**config.mk**
```make
export PLATFORM = sky130hd
export DESIGN_NAME = hilo_unit
export DESIGN_NICKNAME = d
export VERILOG_FILES = /design/src/rtl/hilo_pkg.sv /design/src/rtl/hilo_lat_counter.sv /design/src/rtl/hilo_unit.sv
export SDC_FILE = /design/constraint.sdc
export NUM_CORES = 1
export LEC_CHECK = 0
export BUFFER_PORTS_ARGS = -buffer_cell sky130_fd_sc_hd__buf_2
export CAP_MARGIN = 5
export CORE_UTILIZATION = 55
export CTS_CLUSTER_DIAMETER = 100
export DETAILED_ROUTE_END_ITERATION = 10
export PLACE_DENSITY_LB_ADDON = 0.2
export SYNTH_ARGS = -nofsm -noshare
export SYNTH_HDL_FRONTEND = slang
export SYNTH_SLANG_ARGS = --single-unit
```
**constraint.sdc**
```tcl
create_clock -name clk -period 4.4 [get_ports clk]
set_input_delay 0.44 -clock clk [delete_from_list [all_inputs] [get_ports clk]]
set_output_delay 0.44 -clock clk [all_outputs]
set_load 0.03 [all_outputs]
```
**src/rtl/hilo_pkg.sv**
```systemverilog
// hilo_pkg: shared state encoding, default latencies and word type for the HI/LO unit.
package hilo_pkg;
    typedef enum logic {IDLE, BUSY} state_t;
    localparam int MUL_LAT_DEF = 4;
    localparam int DIV_LAT_DEF = 32;
    typedef logic [31:0] word_t;
endpackage

```
**src/rtl/hilo_lat_counter.sv**
```systemverilog
// hilo_lat_counter: loadable countdown that saturates at zero and flags when it gets there.
module hilo_lat_counter #(
    parameter int CNT_W = 6
) (
    input  logic             clk,
    input  logic             rst_n,
    input  logic             load_i,
    input  logic [CNT_W-1:0] load_val_i,
    input  logic             dec_i,
    output logic             zero_o
);
    logic [CNT_W-1:0] r_cnt;
    always_ff @(posedge clk or negedge rst_n)
        if (!rst_n)
            r_cnt <= '0;
        else if (load_i)
            r_cnt <= load_val_i;
        else if (dec_i && r_cnt != '0)
            r_cnt <= r_cnt - 1'b1;
    assign zero_o = (r_cnt == '0);
endmodule

```
**src/rtl/hilo_unit.sv**
```systemverilog
// hilo_unit: architectural HI/LO registers with multi-cycle mul/div commit, mf/mt access and stall.
// Define HILO_BYPASS_EN to forward the committing result to mfhi/mflo instead of stalling.
module hilo_unit
    import hilo_pkg::*;
#(
    parameter int MUL_LAT = MUL_LAT_DEF,
    parameter int DIV_LAT = DIV_LAT_DEF,
    parameter int CNT_W   = 6
) (
    input  logic        clk,
    input  logic        rst_n,
    input  logic        issue_i,
    input  logic        is_div_i,
    input  logic        hi_wr_i,
    input  logic        lo_wr_i,
    input  word_t       hi_res_i,
    input  word_t       lo_res_i,
    input  logic        mthi_i,
    input  logic        mtlo_i,
    input  word_t       mt_data_i,
    input  logic        mfhi_i,
    input  logic        mflo_i,
    input  logic        flush_i,
    output word_t       rd_data_o,
    output logic        stall_o,
    output logic        busy_o,
    output word_t       hi_o,
    output word_t       lo_o
);
    state_t r_state, w_state_nxt;
    word_t  r_hi, r_lo, r_sh_hi, r_sh_lo, w_hi_nxt, w_lo_nxt, w_hi_rd, w_lo_rd;
    logic   r_sh_hi_wr, r_sh_lo_wr;
    logic   w_idle, w_busy, w_zero, w_accept, w_commit, w_mt_ok, w_mf_blk;

    assign w_idle   = (r_state == IDLE);
    assign w_busy   = (r_state == BUSY);
    assign w_accept = w_idle && issue_i && (hi_wr_i || lo_wr_i) && !flush_i;
    assign w_commit = w_busy && w_zero && !flush_i;
    assign w_mt_ok  = w_idle && !flush_i;

    hilo_lat_counter #(.CNT_W(CNT_W)) u_cnt (
        .clk        (clk),
        .rst_n      (rst_n),
        .load_i     (w_accept),
        .load_val_i (is_div_i ? CNT_W'(DIV_LAT - 1) : CNT_W'(MUL_LAT - 1)),
        .dec_i      (w_busy),
        .zero_o     (w_zero)
    );

    always_comb begin
        w_state_nxt = flush_i ? IDLE : w_accept ? BUSY : w_commit ? IDLE : r_state;
        w_hi_nxt = (w_commit && r_sh_hi_wr) ? r_sh_hi : (w_mt_ok && mthi_i) ? mt_data_i : r_hi;
        w_lo_nxt = (w_commit && r_sh_lo_wr) ? r_sh_lo : (w_mt_ok && mtlo_i) ? mt_data_i : r_lo;
    end

    always_ff @(posedge clk or negedge rst_n)
        if (!rst_n) begin
            r_state    <= IDLE;
            r_hi       <= '0;
            r_lo       <= '0;
            r_sh_hi    <= '0;
            r_sh_lo    <= '0;
            r_sh_hi_wr <= 1'b0;
            r_sh_lo_wr <= 1'b0;
        end else begin
            r_state <= w_state_nxt;
            r_hi    <= w_hi_nxt;
            r_lo    <= w_lo_nxt;
            if (w_accept) begin
                r_sh_hi    <= hi_res_i;
                r_sh_lo    <= lo_res_i;
                r_sh_hi_wr <= hi_wr_i;
                r_sh_lo_wr <= lo_wr_i;
            end
        end

`ifdef HILO_BYPASS_EN
    // commit cycle: reads see the value about to land instead of waiting a cycle
    assign w_mf_blk = !w_zero;
    assign w_hi_rd  = (w_commit && r_sh_hi_wr) ? r_sh_hi : r_hi;
    assign w_lo_rd  = (w_commit && r_sh_lo_wr) ? r_sh_lo : r_lo;
`else
    assign w_mf_blk = 1'b1;
    assign w_hi_rd  = r_hi;
    assign w_lo_rd  = r_lo;
`endif

    assign stall_o   = !flush_i && w_busy && (issue_i || mthi_i || mtlo_i || ((mfhi_i || mflo_i) && w_mf_blk));
    assign rd_data_o = mfhi_i ? w_hi_rd : mflo_i ? w_lo_rd : '0;
    assign busy_o    = w_busy;
    assign hi_o      = r_hi;
    assign lo_o      = r_lo;
endmodule

```
==> results.json <==
{
  "outcome": "completed",
  "crit_buf_inv": 2,
  "cp.arrival_ns": 3.02,
  "drive_gt1_share_pct": 67.8,
  "gp_congestion": 0.818,
  "ys_warn_count": 0,
  "antenna_found_initial": 1,
  "ctsResizeCount": 0,
  "ys_seq_area_share_pct": 53.6,
  "synthCells": 437,
  "clk_latency_ns": 0.41,
  "tns_ns": 0,
  "rows": 39,
  "finalSetupViolCount": 0,
  "wirelength_um": 15400,
  "post-cts-setup-buffer-count": 0,
  "cpMaxStageDelayCell": "nand4_1",
  "max-cap-violations": 0,
  "avgSynthCellArea_um2": 14.6,
  "path_max_fanout": 17,
  "start_util_pct": 56.2,
  "layout.nets": 750,
  "slew_viol_final": 0,
  "dieArea_um2": 12100,
  "postCtsHoldBufs": 0,
  "grt_max_degree": 106,
  "cts_buffers": 17,
  "fp.dieW_um": 110,
  "startpoint_type": "register",
  "synth_nets": 546,
  "grt_pass1_wl_um": 23300,
  "htree_num_levels": 4,
  "ctsRootBufferMaster": "clkbuf_16",
  "core-area_um2": 11400,
  "overflow": 0,
  "yosysUniqueCellTypes": 29,
  "clock-sinks": 137,
  "tritoncts": "built",
  "pwr_density_cell_nw_per_um2": 554,
  "ant_nets": 0,
  "period_share_pct": 61.9,
  "peakVddDrop_v": 0.000429,
  "clkTransAtPathRegs_ns": 0.06,
  "fin_crit_ns": 2.73,
  "port_buffers": 204,
  "area_delta_synth_final_pct": 27.7,
  "finalHoldViolations": 0,
  "pin_count": 205,
  "dr.first_iter.drc_count": 163,
  "via_per_inst": 5.61,
  "crit_chain": "inv_1 > ha_1 > nor2b_1 > nand4_1 > buf_4 > mux2_2",
  "fmax_ghz": 0.367,
  "syn_area_um2": 6390,
  "worstHoldPathType": "primary input to async pin",
  "track_usage_pct": 26.6,
  "firstDrtPassIters": 4,
  "crit_family": "simple AND/OR/NAND/NOR gates",
  "grt_pass1_vias": 4558,
  "crit_required_ns": 4.69,
  "dpl.hpwl_um": 10300,
  "fin_skew_ns": 0.00623,
  "vias": 4473,
  "p_leak_uw": 0.00384,
  "ys_ff_latch": 137,
  "fill_cells": 802,
  "worst_pin_slew_ns": 0.956,
  "worstSetupPathType": "register to register",
  "cts_buffer_depth": 2,
  "cp-end-kind": "register",
  "max_stage_delay_ns": 0.76,
  "rsz0062_at_grt": "no",
  "slew_headroom_pct": 36.3,
  "worst_hold_slack_ns": 0.133,
  "drc": 0,
  "fp.dieH_um": 110,
  "wl_per_cell_um": 19.3
}
[per-layer routing]
metal / share of wire [%] / track usage (%)
met5: 0 / 0
met4: 1.9 / 10.4
met3: 5.4 / 6.40
met2: 52 / 46.5
met1: 40 / 31.4
[registers in the layout (all words and copies together) (netlist names)]
signal,cells
hi_o,32
lo_o,32
r_sh_hi,32
r_sh_lo,32
u_cnt.r_cnt,6
busy_o,1
r_sh_hi_wr,1
r_sh_lo_wr,1
[path summary, 6_finish.rpt]
kind / to / from / slack (ns) / cells after the start
max in group asynchronous: lo_o[18] / rst_n / 3.21 / 2
min: r_sh_hi_wr / rst_n / 0.13 / 1
min in group clk: r_sh_hi[29] / hi_res_i[29] / 0.26 / 2
min reg2reg: r_sh_hi[19] / r_sh_hi[19] / 0.50 / 1
max reg2reg: lo_o[8] / u_cnt.r_cnt[0] / 1.67 / 6
max: lo_o[8] / u_cnt.r_cnt[0] / 1.67 / 6
[worst reg2reg max path: stages (launching register included)]
cell	delay (ns)
dfrtp_1	0.42
inv_1	0.10
ha_1	0.18
nor2b_1	0.30
nand4_1	0.76
buf_4	0.53
mux2_2	0.31
[cells in the mapped netlist, drive strengths merged]
| master | count | share of area, % |
|---|---|---|
| mux2 | 194 | 35 |
| dfrtp | 137 | 54 |
| a22o | 31 | 4.2 |
| buf | 20 | 1.9 |
| clkbuf | 7 | 0.41 |
| nand2 | 7 | 0.41 |
| o21ai | 6 | 0.47 |
| a21oi | 3 | 0.23 |
| a31oi | 3 | 0.29 |
| nor2b | 3 | 0.33 |
| or4 | 3 | 0.35 |
| a211o | 2 | 0.27 |
| ha | 2 | 0.39 |
| inv | 2 | 0.12 |
| mux2i | 2 | 0.31 |
| nand4 | 2 | 0.20 |
| nor3 | 2 | 0.31 |
| nor3b | 2 | 0.39 |
| o21a | 2 | 0.23 |
| nand2b | 1 | 0.098 |
| nor2 | 1 | 0.059 |
| nor4 | 1 | 0.098 |
| or2 | 1 | 0.098 |
| or3 | 1 | 0.098 |
| or3b | 1 | 0.14 |
| or4b | 1 | 0.16 |
[metrics by stage]
stage	cell area [um2]	utilization, %	instances	power (uW)	worst slack [ns]
floorplan	6390	-	437	2620	2.45
global placement	7530	66.3	765	2970	1.78
detailed placement	7530	66.3	765	3020	1.69
CTS	8160	71.8	796	4560	1.69
global route	8170	71.8	797	4740	1.47
finish	8170	71.8	797	4520	1.67
[where the power goes]
group,switching (uW),internal [uW],leakage (uW)
Combinational,686,551,0.00192
Clock,522,999,0.000302
Sequential,210,1560,0.00161
Total,1420,3110,0.00384
[placed cells by master, fill, tap and decap left out, drive strengths merged, types with 2 or more instances in the layout]
| cell | instances |
|---|---|
| a22o | 31 |
| nand4 | 2 |
| nor3 | 2 |
| or4 | 3 |
| nor2b | 3 |
| mux2 | 194 |
| inv | 3 |
| a31oi | 3 |
| a211o | 2 |
| mux2i | 2 |
| nand2 | 7 |
| dfrtp | 137 |
| o21a | 2 |
| clkbuf | 18 |
| clkinvlp | 3 |
| ha | 2 |
| nor3b | 2 |
| buf | 212 |
| bufinv | 5 |
| o21ai | 6 |
| clkinv | 4 |
| a21oi | 3 |
[kinds of logic (layout without fill, tap and decap cells)]
group	after synthesis	after routing	share of synthesized area [%]
AOI/OAI and AO/OA	47	47	5.75
adders and majority gates	2	2	0.391
and+or+nand+nor	26	26	2.74
buffers and inverters	29	245	2.45
muxes	196	196	35.1
other	0	1	0
DFF	137	137	53.6
[final cells by class]
type                    instances  area, um2  area share, %
inverters                       2       7.51         0.0919
flip-flops and latches        137       3430           42.0
well taps                     143        179           2.19
clock buffers                  18        429           5.26
multi-input cells             271       2830           34.7
repair buffers                212       1090           13.3
clock inverters                13        201           2.47
diodes                          1       2.50         0.0306
(Power assumes the default switching activity.)
